<file path="config.mk">
export PLATFORM = sky130hd
export DESIGN_NAME = spi_target
export DESIGN_NICKNAME = d
export VERILOG_FILES = /design/src/rtl/spi_target.sv
export SDC_FILE = /design/constraint.sdc
export NUM_CORES = 1
export LEC_CHECK = 0
export BUFFER_PORTS_ARGS = -buffer_cell sky130_fd_sc_hd__buf_2
export CAP_MARGIN = 15
export CORE_UTILIZATION = 54
export DETAILED_ROUTE_END_ITERATION = 12
export GPL_TIMING_DRIVEN = 0
export HOLD_SLACK_MARGIN = 0.02
export PLACE_DENSITY = 0.78
export SETUP_SLACK_MARGIN = 0.4
export SLEW_MARGIN = 20
export SYNTH_ARGS = -nofsm -noshare
export SYNTH_HDL_FRONTEND = slang
export SYNTH_SLANG_ARGS = --single-unit
</file>
<file path="constraint.sdc">
create_clock -name clk -period 1.7 [get_ports clk]
set_input_delay 0.17 -clock clk [delete_from_list [all_inputs] [get_ports clk]]
set_output_delay 0.17 -clock clk [all_outputs]
set_load 0.02 [all_outputs]
</file>
<file path="src/rtl/spi_target.sv">
// spi_target: SPI mode-0 target with a memory-mapped CPU face.
// SCK, CSX and SDI are oversampled in the 25 MHz clk domain (2-FF sync plus a
// history FF for edge detection). Frames carry any number of MSB-first bytes.
// CPU side: `load` queues a 1-byte reply, `clear` pops a received byte, and
// `out` shows {no_data, tx_pending, overrun, 5'b0, head_byte}.
// Build option: define SPI_TARGET_RXFIFO_EN for a 4-entry rx FIFO; otherwise
// rx storage is a single holding register.

module spi_target (
   input  logic        clk,
   input  logic        reset,
   input  logic        load,
   input  logic        clear,
   input  logic [15:0] in,
   output logic [15:0] out,
   input  logic        SCK,
   input  logic        CSX,
   input  logic        SDI,
   output logic        SDO
);

   localparam logic [0:0] ST_IDLE   = 1'b0;
   localparam logic [0:0] ST_ACTIVE = 1'b1;

   // Pin conditioning
   logic       r_sck_meta, r_sck_sync, r_sck_prev;
   logic       r_csx_meta, r_csx_sync, r_csx_prev;
   logic       r_sdi_meta, r_sdi_sync;

   // Protocol engine
   logic [0:0] r_state;
   logic [2:0] r_bitcnt;
   logic       r_reload;
   logic [7:0] r_rx_shift;
   logic [7:0] r_tx_shift;
   logic       r_sdo;

   // CPU-side state
   logic [7:0] r_tx_buf;
   logic       r_tx_pending;
   logic       r_overrun;

   logic       w_sck_rise, w_sck_fall;
   logic       w_csx_rise, w_csx_fall;
   logic [7:0] w_rx_byte;
   logic [7:0] w_tx_next;
   logic       w_push;
   logic       w_tx_consume;
   logic       w_pop;
   logic       w_full;
   logic       w_empty;
   logic       w_drop;
   logic       w_write;
   logic [7:0] w_head;
   logic       w_unused_in;

   // Only the low byte of the CPU word carries data.
   assign w_unused_in = ^in[15:8];

   // Two-stage synchronizers plus history FFs; reset to an idle bus (CSX high).
   // NOTE: every clocked block uses non-blocking assignments so all registers
   // update together from the values present before the edge.
   always_ff @(posedge clk or posedge reset) begin
      if (reset) begin
         r_sck_meta <= 1'b0;
         r_sck_sync <= 1'b0;
         r_sck_prev <= 1'b0;
         r_csx_meta <= 1'b1;
         r_csx_sync <= 1'b1;
         r_csx_prev <= 1'b1;
         r_sdi_meta <= 1'b0;
         r_sdi_sync <= 1'b0;
      end else begin
         r_sck_meta <= SCK;
         r_sck_sync <= r_sck_meta;
         r_sck_prev <= r_sck_sync;
         r_csx_meta <= CSX;
         r_csx_sync <= r_csx_meta;
         r_csx_prev <= r_csx_sync;
         r_sdi_meta <= SDI;
         r_sdi_sync <= r_sdi_meta;
      end
   end

   assign w_sck_rise = r_sck_sync & ~r_sck_prev;
   assign w_sck_fall = ~r_sck_sync & r_sck_prev;
   assign w_csx_rise = r_csx_sync & ~r_csx_prev;
   assign w_csx_fall = ~r_csx_sync & r_csx_prev;

   // SDI is stable around the sampling SCK edge, so its synced value lines up
   // with the SCK edge detected in the same cycle.
   assign w_rx_byte = {r_rx_shift[6:0], r_sdi_sync};
   assign w_tx_next = r_tx_pending ? r_tx_buf : 8'hFF;

   // Decode the single-cycle events that cross into the CPU-side storage.
   // NOTE: each output gets a default first so no path leaves it unassigned,
   // which would otherwise infer a latch.
   always_comb begin
      w_push       = 1'b0;
      w_tx_consume = 1'b0;
      case (r_state)
         ST_IDLE: begin
            if (w_csx_fall) w_tx_consume = 1'b1;
         end
         ST_ACTIVE: begin
            if (!w_csx_rise) begin
               if (w_sck_rise && (r_bitcnt == 3'd7)) w_push       = 1'b1;
               if (w_sck_fall && r_reload)           w_tx_consume = 1'b1;
            end
         end
         default: ;
      endcase
   end

   // Frame FSM: bit counting, rx/tx shifting and the per-byte tx reload.
   always_ff @(posedge clk or posedge reset) begin
      if (reset) begin
         r_state    <= ST_IDLE;
         r_bitcnt   <= 3'd0;
         r_reload   <= 1'b0;
         r_rx_shift <= 8'h00;
         r_tx_shift <= 8'hFF;
      end else begin
         case (r_state)
            ST_IDLE: begin
               r_bitcnt <= 3'd0;
               r_reload <= 1'b0;
               if (w_csx_fall) begin
                  r_state    <= ST_ACTIVE;
                  r_tx_shift <= w_tx_next;
               end
            end
            ST_ACTIVE: begin
               if (w_csx_rise) begin
                  // Deselect wins over any coincident SCK edge; a partial
                  // byte and any reply already in the shifter are dropped.
                  r_state  <= ST_IDLE;
                  r_bitcnt <= 3'd0;
                  r_reload <= 1'b0;
               end else if (w_sck_rise) begin
                  r_rx_shift <= w_rx_byte;
                  r_bitcnt   <= r_bitcnt + 3'd1;
                  if (r_bitcnt == 3'd7) r_reload <= 1'b1;
               end else if (w_sck_fall) begin
                  if (r_reload) begin
                     r_tx_shift <= w_tx_next;
                     r_reload   <= 1'b0;
                  end else if (r_bitcnt != 3'd0) begin
                     r_tx_shift <= {r_tx_shift[6:0], 1'b0};
                  end
               end
            end
            default: r_state <= ST_IDLE;
         endcase
      end
   end

   // Registered MISO: idles high, follows the shifter MSB while selected.
   always_ff @(posedge clk or posedge reset) begin
      if (reset) r_sdo <= 1'b1;
      else       r_sdo <= (r_state == ST_ACTIVE) ? r_tx_shift[7] : 1'b1;
   end

   assign SDO = r_sdo;

   // Reply buffer: a load in the same cycle as a consume keeps the new byte
   // pending while the shifter takes the old one.
   always_ff @(posedge clk or posedge reset) begin
      if (reset) begin
         r_tx_buf     <= 8'h00;
         r_tx_pending <= 1'b0;
      end else if (load) begin
         r_tx_buf     <= in[7:0];
         r_tx_pending <= 1'b1;
      end else if (w_tx_consume) begin
         r_tx_pending <= 1'b0;
      end
   end

   // Pop happens before push, so a simultaneous clear makes room for the byte.
   assign w_drop  = w_push & w_full & ~w_pop;
   assign w_write = w_push & ~w_drop;

`ifdef SPI_TARGET_RXFIFO_EN
   logic [7:0] r_fifo_mem [0:3];
   logic [1:0] r_wr_ptr;
   logic [1:0] r_rd_ptr;
   logic [2:0] r_count;

   assign w_pop   = clear & (r_count != 3'd0);
   assign w_full  = (r_count == 3'd4);
   assign w_empty = (r_count == 3'd0);
   assign w_head  = r_fifo_mem[r_rd_ptr];

   // FIFO storage array.
   // NOTE: the data array has no reset; the count and pointers alone decide
   // which entries are valid, so clearing the array would only cost logic.
   always_ff @(posedge clk) begin
      if (w_write) r_fifo_mem[r_wr_ptr] <= w_rx_byte;
   end

   // FIFO pointers and occupancy count.
   always_ff @(posedge clk or posedge reset) begin
      if (reset) begin
         r_wr_ptr <= 2'd0;
         r_rd_ptr <= 2'd0;
         r_count  <= 3'd0;
      end else begin
         if (w_write) r_wr_ptr <= r_wr_ptr + 2'd1;
         if (w_pop)   r_rd_ptr <= r_rd_ptr + 2'd1;
         case ({w_write, w_pop})
            2'b10:   r_count <= r_count + 3'd1;
            2'b01:   r_count <= r_count - 3'd1;
            default: r_count <= r_count;
         endcase
      end
   end
`else
   logic [7:0] r_hold_data;
   logic       r_hold_valid;

   assign w_pop   = clear & r_hold_valid;
   assign w_full  = r_hold_valid;
   assign w_empty = ~r_hold_valid;
   assign w_head  = r_hold_data;

   // Single holding register with a valid bit.
   always_ff @(posedge clk or posedge reset) begin
      if (reset) begin
         r_hold_data  <= 8'h00;
         r_hold_valid <= 1'b0;
      end else if (w_write) begin
         r_hold_data  <= w_rx_byte;
         r_hold_valid <= 1'b1;
      end else if (w_pop) begin
         r_hold_valid <= 1'b0;
      end
   end
`endif

   // Sticky overrun: set by a dropped byte, cleared by the CPU's clear strobe.
   always_ff @(posedge clk or posedge reset) begin
      if (reset)       r_overrun <= 1'b0;
      else if (w_drop) r_overrun <= 1'b1;
      else if (clear)  r_overrun <= 1'b0;
   end

   assign out = {w_empty, r_tx_pending, r_overrun, 5'b00000,
                 (w_empty ? 8'h00 : w_head)};

endmodule
</file>
Word level (Yosys, flattened, before mapping) --
Index checks and enable logic that the tools add are counted.
Storage, ports and cells: register bits after elaboration 48, bits of input ports 23, output and inout bits 17, word-level logic and storage cells 88
Operators by class: add/subtract/negate cells 1, equality and inequality tests 9, multiplexer cells 33, bitwise logic cells 17, reduce and logical (&&, ||, !) cells 9
Operators with widths (number):
- $mux 8 | 8
- $mux 1 | 18
- $pmux 8 s2 | 1
- $not 1->1 | 9
- $and 1x1->1 | 8
- $mux 3 | 2
- $ne 2x2->1 const B | 3
- $ne 3x1->1 const B | 2
- $pmux 1 s2 | 3
- $pmux 3 s2 | 1
- $reduce_bool 2->1 | 3
- $reduce_and 5->1 | 1
- $ne 4x1->1 const B | 1
- $ne 4x2->1 const B | 1
- $add 3x1->3 const B | 1
- $eq 3x3->1 const B | 1
- $reduce_and 3->1 | 1
- $reduce_bool 3->1 | 1
- $logic_and 1x1->1 | 2
- $ne 2x1->1 const B | 1
- $reduce_and 2->1 | 1

Logic depth before layout (Yosys ltp) --
Gate-level depths: netlist of the first run.
word-level depth 11, depth in mapped cells 6, depth with buffers taken out 6

Least setup slack after synthesis of the first run --
Ideal clock, no wire load.
kind reg2reg, from register r_csx_sync, to register r_tx_shift[0], library setup time 0.082 ns, data arrival time 1.388 ns, required time 1.618 ns, path slack 0.229 ns, stages on the path, launching flop included 5, path buffers 0, clock period less this slack 1.471 ns, cell sequence dfstp_2 -> inv_1 -> maj3_2 -> nand2_2 -> mux2_2
On the way: longest elaborated chain between the ends 4, elaborated cells on any way between the ends 6, those cells by class eq/ne (2); bitwise (3); reduce/logical (1)
RTL lines:
- from (decl) | line 27 | logic r_csx_meta, r_csx_sync, r_csx_prev;
- from (signal assigned) | line 78 | r_csx_sync <= r_csx_meta;
- $not 1->1 | line 88 | assign w_csx_fall = ~r_csx_sync & r_csx_prev;
- $and 1x1->1 | line 88
- $ne 2x2->1 (no line)
- $reduce_and 5->1 (no line) (*)
- to (signal assigned) | line 130 | r_tx_shift <= w_tx_next;
- to (signal assigned) | line 146 | r_tx_shift <= w_tx_next;
- to (signal assigned) | line 149 | r_tx_shift <= {r_tx_shift[6:0], 1'b0};
- to (decl) | line 35 | logic [7:0] r_tx_shift;
Every way passes the cells marked *; elsewhere a longest branch is shown, timed or not. A chain may end at the register's enable or synchronous reset.

Worst setup path in the final report of the first run --
from register r_bitcnt[0], to register r_tx_shift[5]
On the way: longest elaborated chain between the ends 3
RTL lines:
- from (decl) | line 32 | logic [2:0] r_bitcnt;
- from (signal assigned) | line 142 | r_bitcnt <= r_bitcnt + 3'd1;
- $reduce_bool 3->1 | line 148 | end else if (r_bitcnt != 3'd0) begin
- $ne 3x1->1 (no line)
- $reduce_and 5->1 (no line)
No other way between the ends.

==> impl_metrics.ini, run 1 <==
[pwr]
clkPwrFrac_pct = 25.3
total_power_mw = 2.68
power.density_nw_per_um2 = 998
internal_power_mw = 2.01
p_sw_share_pct = 24.9
pwr-share-comb_pct = 18.1
switchingPower_mw = 0.666
p_seq_share_pct = 56.6
irDropWorstVdd_mv = 0.900
leakage_nw = 1.26

[cells_and_area]
n_antenna_cell = 0
drive_gt1_share_pct = 55.7
nFillCells = 240
final_area_um2 = 2690
area_growth_pct = 29.3
fin_util_pct = 72.8
nets = 235
stdcell_count = 258

[sta]
min_period_ns = 1.51
tns_ns = 0
max_slew_margin_pct = 65.9
setup_viol = 0
worst_pin_slew_ns = 0.511
max_freq_ghz = 0.662
rsz0062_at_grt = true
fin_skew_ns = 0.00909
post-route-period-util_pct = 88.9
maxSlewViolCount = 0
final_hold_viol_count = 0

[clock_tree]
root_buffer = clkbuf_8
clk_pin_slew_ns = 0.08
cts-buffers-inserted = 5
clock_sinks = 48
worstSkewPairLatency_ns = 0.30
cts_tree = done
htree_levels = 2
clock_path_buffers = 2

[drt]
wl_per_cell_um = 14.9
drtIter0Drc = 73
ant_nets = 0
vias = 1331
via_per_inst = 5.16
routed_wirelength_um = 3850
drtPass1Iterations = 4
drc = 0

[worst_setup_path]
startpoint = r_bitcnt[0]$_DFFE_PP0P_
path_class = reg2reg
crit_required_ns = 1.93
cp-end-kind = register
worstReg2RegEnd = r_tx_shift[5]$_DFFE_PP1P_
r2r-start = r_bitcnt[0]$_DFFE_PP0P_
cp_max_fo = 8
worst_ep_arrival_time_ns = 1.74
max_stage_delay_ns = 0.39
crit_path_top_delay_cell = dfrtp_1
crit_path_start_kind = register
path_cells = inv_1 > ha_2 > nor3b_2 > o21ai_2 > nand2_8 > mux2_4
endpoint = r_tx_shift[5]$_DFFE_PP1P_
r2r_setup_slack_ns = 0.19
rr_worst_depth = 6

[floorplanning]
coreArea_um2 = 3690
num_rows = 22
io_pins = 40
die_x_um = 64.0
die_y_um = 64.0
start_util_pct = 56.3
dieArea_um2 = 4100

[place]
place_area_um2 = 2350
hpwl_um = 2480
portBuffers = 25
gp_routability_congestion = 0.774
dp.cells = 240

[global_route]
gr-usage-all-layers_pct = 21.5
grt_max_degree = 27
grt_overflow_total = 0
antenna_found_initial = 0
first_global_vias = 1387
grt_pass1_wl_um = 6360

[synthesis]
syn_inst = 162
synth_area_um2 = 2080
ys_warn_count = 0
ys_types = 29
ys_seq_area_share_pct = 58.6
avgSynthCellArea_um2 = 12.8
ys_seq_elements = 48

[worst_hold_path]
hold_class = in2reg

[outcome]
run_status = complete, no violations

[flow_run]
cap_violations = 0
-- stage by stage --
step,hold slack (ns),setup WS (ns)
6_report,0.0297,0.189
3_3_place_gp,0.275,-0.0682
5_1_grt,0.0306,0.117
3_5_place_dp,0.225,0.125
4_1_cts,0.0287,0.159
2_1_floorplan,0.174,0.269
-- how the worst min path moves through the flow --
stage                     startpoint                      end  slack (ns)  cells past startpoint
after CTS                      clear    r_overrun$_DFFE_PP0P_        0.03                      2
final                          clear    r_overrun$_DFFE_PP0P_        0.03                      2
after floorplan                  CSX     r_csx_meta$_DFF_PP1_        0.17                      0
after global placement           CSX     r_csx_meta$_DFF_PP1_        0.27                      1
after detailed placement       reset  r_tx_buf[1]$_DFFE_PP0P_        0.22                      2
after global routing           clear    r_overrun$_DFFE_PP0P_        0.03                      2
-- routing by layer --
layer	vias to the layer above	track usage (%)	routed length (um)	part of all wire [%]
li1	621	-	-	-
met1	673	23.3	1530	40
met2	30	39.0	2100	55
met3	7	5.18	147	3.8
met4	0	10.5	70	1.8
met5	-	0	0	0
-- worst max-delay path: cells and delay by family, from the launching register on --
kind / cells / cell delay [ns]
DFF: 1 / 0.39
buffers and inverters: 1 / 0.07
AOI/OAI and AO/OA: 1 / 0.23
and+or+nand+nor: 2 / 0.27
muxes: 1 / 0.31
adders and majority gates: 1 / 0.17
-- area by class of cell --
cell class | count | area, um^2 | area share (%)
tap | 48 | 60.1 | 2.24
sequential | 48 | 1220 | 45.3
buffer | 12 | 95.1 | 3.54
clock buffer | 8 | 90.1 | 3.36
inverter | 7 | 26.3 | 0.979
multi-input combinational | 99 | 887 | 33.0
timing repair buffer | 36 | 309 | 11.5
-- registers in the layout (all words and copies together) (netlist names), 3 cells and up --
| signal | count |
|---|---|
| r_bitcnt | 3 |
| r_rx_shift | 7 |
| r_tx_shift | 8 |
| r_tx_buf | 8 |
| r_hold_data | 8 |
-- power groups by stage --
| stage | clock network, mW | registers (mW) | logic [mW] |
|---|---|---|---|
| global placement | 0 | 1.52 | 0.419 |
| floorplan | 0 | 1.50 | 0.358 |
| finish | 0.678 | 1.52 | 0.485 |
| detailed placement | 0 | 1.53 | 0.446 |
| CTS | 0.698 | 1.52 | 0.476 |
| global route | 0.744 | 1.54 | 0.531 |
-- cell usage after synthesis --
cell type	number	area, um^2
conb_1	1	3.75
clkbuf_1	2	7.51
ha_1	3	37.5
and2b_1	1	7.51
a21oi_1	3	15.0
nand2_2	2	12.5
nand2b_1	2	12.5
inv_1	7	26.3
o21ai_0	11	55.1
a31o_2	1	8.76
nor3b_1	1	7.51
nand4b_1	1	8.76
nor2b_1	8	50.1
mux2_2	30	338
xnor2_1	1	8.76
a41oi_1	1	8.76
dfstp_2	12	315
and2_1	8	50.1
maj3_2	1	11.3
nand4_4	1	21.3
a21boi_4	1	18.8
mux2i_1	1	10.0
or2b_1	1	7.51
buf_4	8	60.1
or3_2	1	7.51
nor2_1	5	18.8
dfrtp_1	36	901
buf_2	2	10.0
nand2_1	10	37.5
-- kinds of logic (layout without fill, tap and decap cells) --
logic type	after synthesis	count (layout)	share of synthesized area [%]
AND/OR/NAND/NOR	41	41	11.6
adder cells (fa/ha/maj)	4	4	2.35
multiplexers	31	31	16.7
buffers and inverters	19	63	5.00
XOR/XNOR	1	1	0.422
AO/OA/AOI/OAI	17	17	5.12
flip-flops	48	48	58.6
other	1	5	0.181
-- what timing repair did --
action,in CTS,in global routing
hold endpoints to repair,13,0
gates resized for setup,40,8
pin swaps,9,5
hold buffers,4,0
setup buffers,4,1
gates cloned,1,0
endpoints found under the setup margin,38,40
-- placed cells by master (no fill, tap or decap), drive strengths merged --
cell | synthesis | routed
nand4b | 1 | 1
nand2b | 2 | 2
dfrtp | 36 | 36
nand2 | 12 | 12
ha | 3 | 3
nor2 | 5 | 5
and2b | 1 | 1
or3 | 1 | 1
nand4 | 1 | 1
a41oi | 1 | 1
a31o | 1 | 1
a21boi | 1 | 1
maj3 | 1 | 1
dlygate4sd3 | 0 | 4
buf | 10 | 42
inv | 7 | 7
nor2b | 8 | 8
mux2 | 30 | 30
xnor2 | 1 | 1
and2 | 8 | 8
a21oi | 3 | 3
o21ai | 11 | 11
nor3b | 1 | 1
conb | 1 | 5
or2b | 1 | 1
mux2i | 1 | 1
clkbuf | 2 | 10
dfstp | 12 | 12
No activity file was read; power rests on OpenSTA's default activity.
==> run 2, diff against run 1 <==
==> constraint.sdc (replaced) <==
create_clock -name clk -period 1.5 [get_ports clk]
set_input_delay 0.15 -clock clk [delete_from_list [all_inputs] [get_ports clk]]
set_output_delay 0.15 -clock clk [all_outputs]
set_load 0.02 [all_outputs]
==> run 2 against run 1 <==
Compared with the run above: sequential share of layout area down 1.7 points; register-to-register slack got worse by 0.17 ns; maximum frequency increased by 2.2%; clock skew fell by 0.0039 ns; count of clock-buffer cells in the layout is 3 lower; critical endpoint is now r_tx_shift[7]$_DFFE_PP1P_; design area is 3.9% higher; highest routed layer unchanged; total power up 27%; die area unchanged.
==> impl_metrics.ini, run 2 (synthesized netlist as in run 1, its figures left out) <==
[outcome]
run_status = complete, no violations

[place]
portBuffers = 25
hpwl_um = 2400
dp.cells = 239
dpl_worst_slack_ns = -0.0230
gp_routability_congestion = 0.758

[drt]
drc = 0
via_per_inst = 5.12
routed_wirelength_um = 3830
ant_nets = 0
vias = 1342
wl_per_cell_um = 14.6
drtIter0Drc = 67
drtPass1Iterations = 4

[worst_setup_path]
cp-end-kind = register
crit_required_ns = 1.72
worst_ep_arrival_time_ns = 1.70
path_class = reg2reg
rr_worst_depth = 4
r2r_setup_slack_ns = 0.02
endpoint = r_tx_shift[7]$_DFFE_PP1P_
crit_path_start_kind = register
r2r-start = r_csx_sync$_DFF_PP1_
cp_max_fo = 8
worstReg2RegEnd = r_tx_shift[7]$_DFFE_PP1P_
startpoint = r_csx_sync$_DFF_PP1_

[sta]
maxSlewViolCount = 0
post-route-period-util_pct = 98.5
min_period_ns = 1.48
rsz0062_at_grt = true
max_slew_margin_pct = 61.4
final_hold_viol_count = 0
timing.hold.ws_ns = 0.0709
worst_pin_slew_ns = 0.573
max_freq_ghz = 0.677
fin_skew_ns = 0.00517
worst_slack_ns = 0.0221
setup_viol = 0

[clock_tree]
clk_pin_slew_ns = 0.09
worstSkewPairLatency_ns = 0.29
htree_levels = 2
clock_sinks = 48
cts_tree = done
root_buffer = clkbuf_8
clock_path_buffers = 2
cts-buffers-inserted = 5

[pwr]
power.density_nw_per_um2 = 1220
irDropWorstVdd_mv = 0.866
leakage_nw = 1.34

[cells_and_area]
nets = 240
stdcell_count = 262
final_cell_mix = dfrtp_1, buf_6, mux2_4, mux2_2, buf_2
n_antenna_cell = 0
final_common_cell = dfrtp_1
drive_gt1_share_pct = 56.5
fin_util_pct = 75.6
area_growth_pct = 34.3
reg.largest.list = r_hold_data (8), r_tx_buf (8), r_tx_shift (8)

[floorplanning]
num_rows = 22
io_pins = 40
die_y_um = 64.0
start_util_pct = 56.3
coreArea_um2 = 3690
dieArea_um2 = 4100
die_x_um = 64.0

[global_route]
antenna_found_initial = 0
grt_overflow_total = 0
first_global_vias = 1414
gr-usage-all-layers_pct = 21.7
grt_pass1_wl_um = 6620
grt_max_degree = 49

[flow_run]
cap_violations = 0

[worst_hold_path]
hold_class = in2reg
## run 2: metrics by stage
step	power [mW]	TNS, ns	cell area (um^2)
2_1_floorplan	2.11	0	2150
3_3_place_gp	2.20	0	2330
3_5_place_dp	2.24	-0.189	2330
4_1_cts	3.40	-0.0958	2720
5_1_grt	3.58	-0.216	2790
6_report	3.41	0	2790
## run 2: repair_timing
item / CTS / global route
gates cloned: 1 / 0
hold buffers: 4 / 1
pin swaps: 12 / 3
resized for setup: 49 / 8
setup endpoints to repair: 42 / 42
buffers inserted: 7 / 2
endpoints found under the hold margin: 4 / 9
## run 2: how the worst min path moves through the flow
stage	endpoint	cells past startpoint	start
3_5_place_dp	r_csx_meta$_DFF_PP1_	1	CSX
3_3_place_gp	r_csx_meta$_DFF_PP1_	1	CSX
4_1_cts	r_tx_buf[0]$_DFFE_PP0P_	3	in[0]
6_report	r_tx_buf[0]$_DFFE_PP0P_	3	in[0]
2_1_floorplan	r_csx_meta$_DFF_PP1_	0	CSX
5_1_grt	r_tx_buf[0]$_DFFE_PP0P_	3	in[0]
## run 2: area by class of cell
| cell class | count | area (um^2) |
|---|---|---|
| clock inverters | 2 | 60.1 |
| multi-input cells | 99 | 888 |
| well taps | 48 | 60.1 |
| inverters | 7 | 30.0 |
| fillers | 232 | 898 |
| repair buffers | 41 | 360 |
| flip-flops and latches | 48 | 1220 |
| plain buffers | 12 | 105 |
| clock buffers | 5 | 68.8 |
## run 2: layer usage
layer / wire, um / global-route usage, % / share of wire (%)
met2: 2060 / 38.7 / 54
met5: 0 / 0 / 0
met3: 130 / 4.82 / 3.4
met4: 28 / 5.11 / 0.73
met1: 1610 / 26.6 / 42
## run 2: worst max-delay path: stages, from the launching register on
cell	delay, ns
dfstp_2	0.56
inv_2	0.04
maj3_2	0.33
nand2_4	0.16
mux2_4	0.32
## run 2: report_power, final
| part | total (mW) | internal [mW] | leakage, nW | switching (mW) |
|---|---|---|---|---|
| logic | 0.611 | 0.384 | 0.690 | 0.227 |
| registers | 1.74 | 1.58 | 0.583 | 0.153 |
| clock network | 1.06 | 0.656 | 0.0642 | 0.409 |
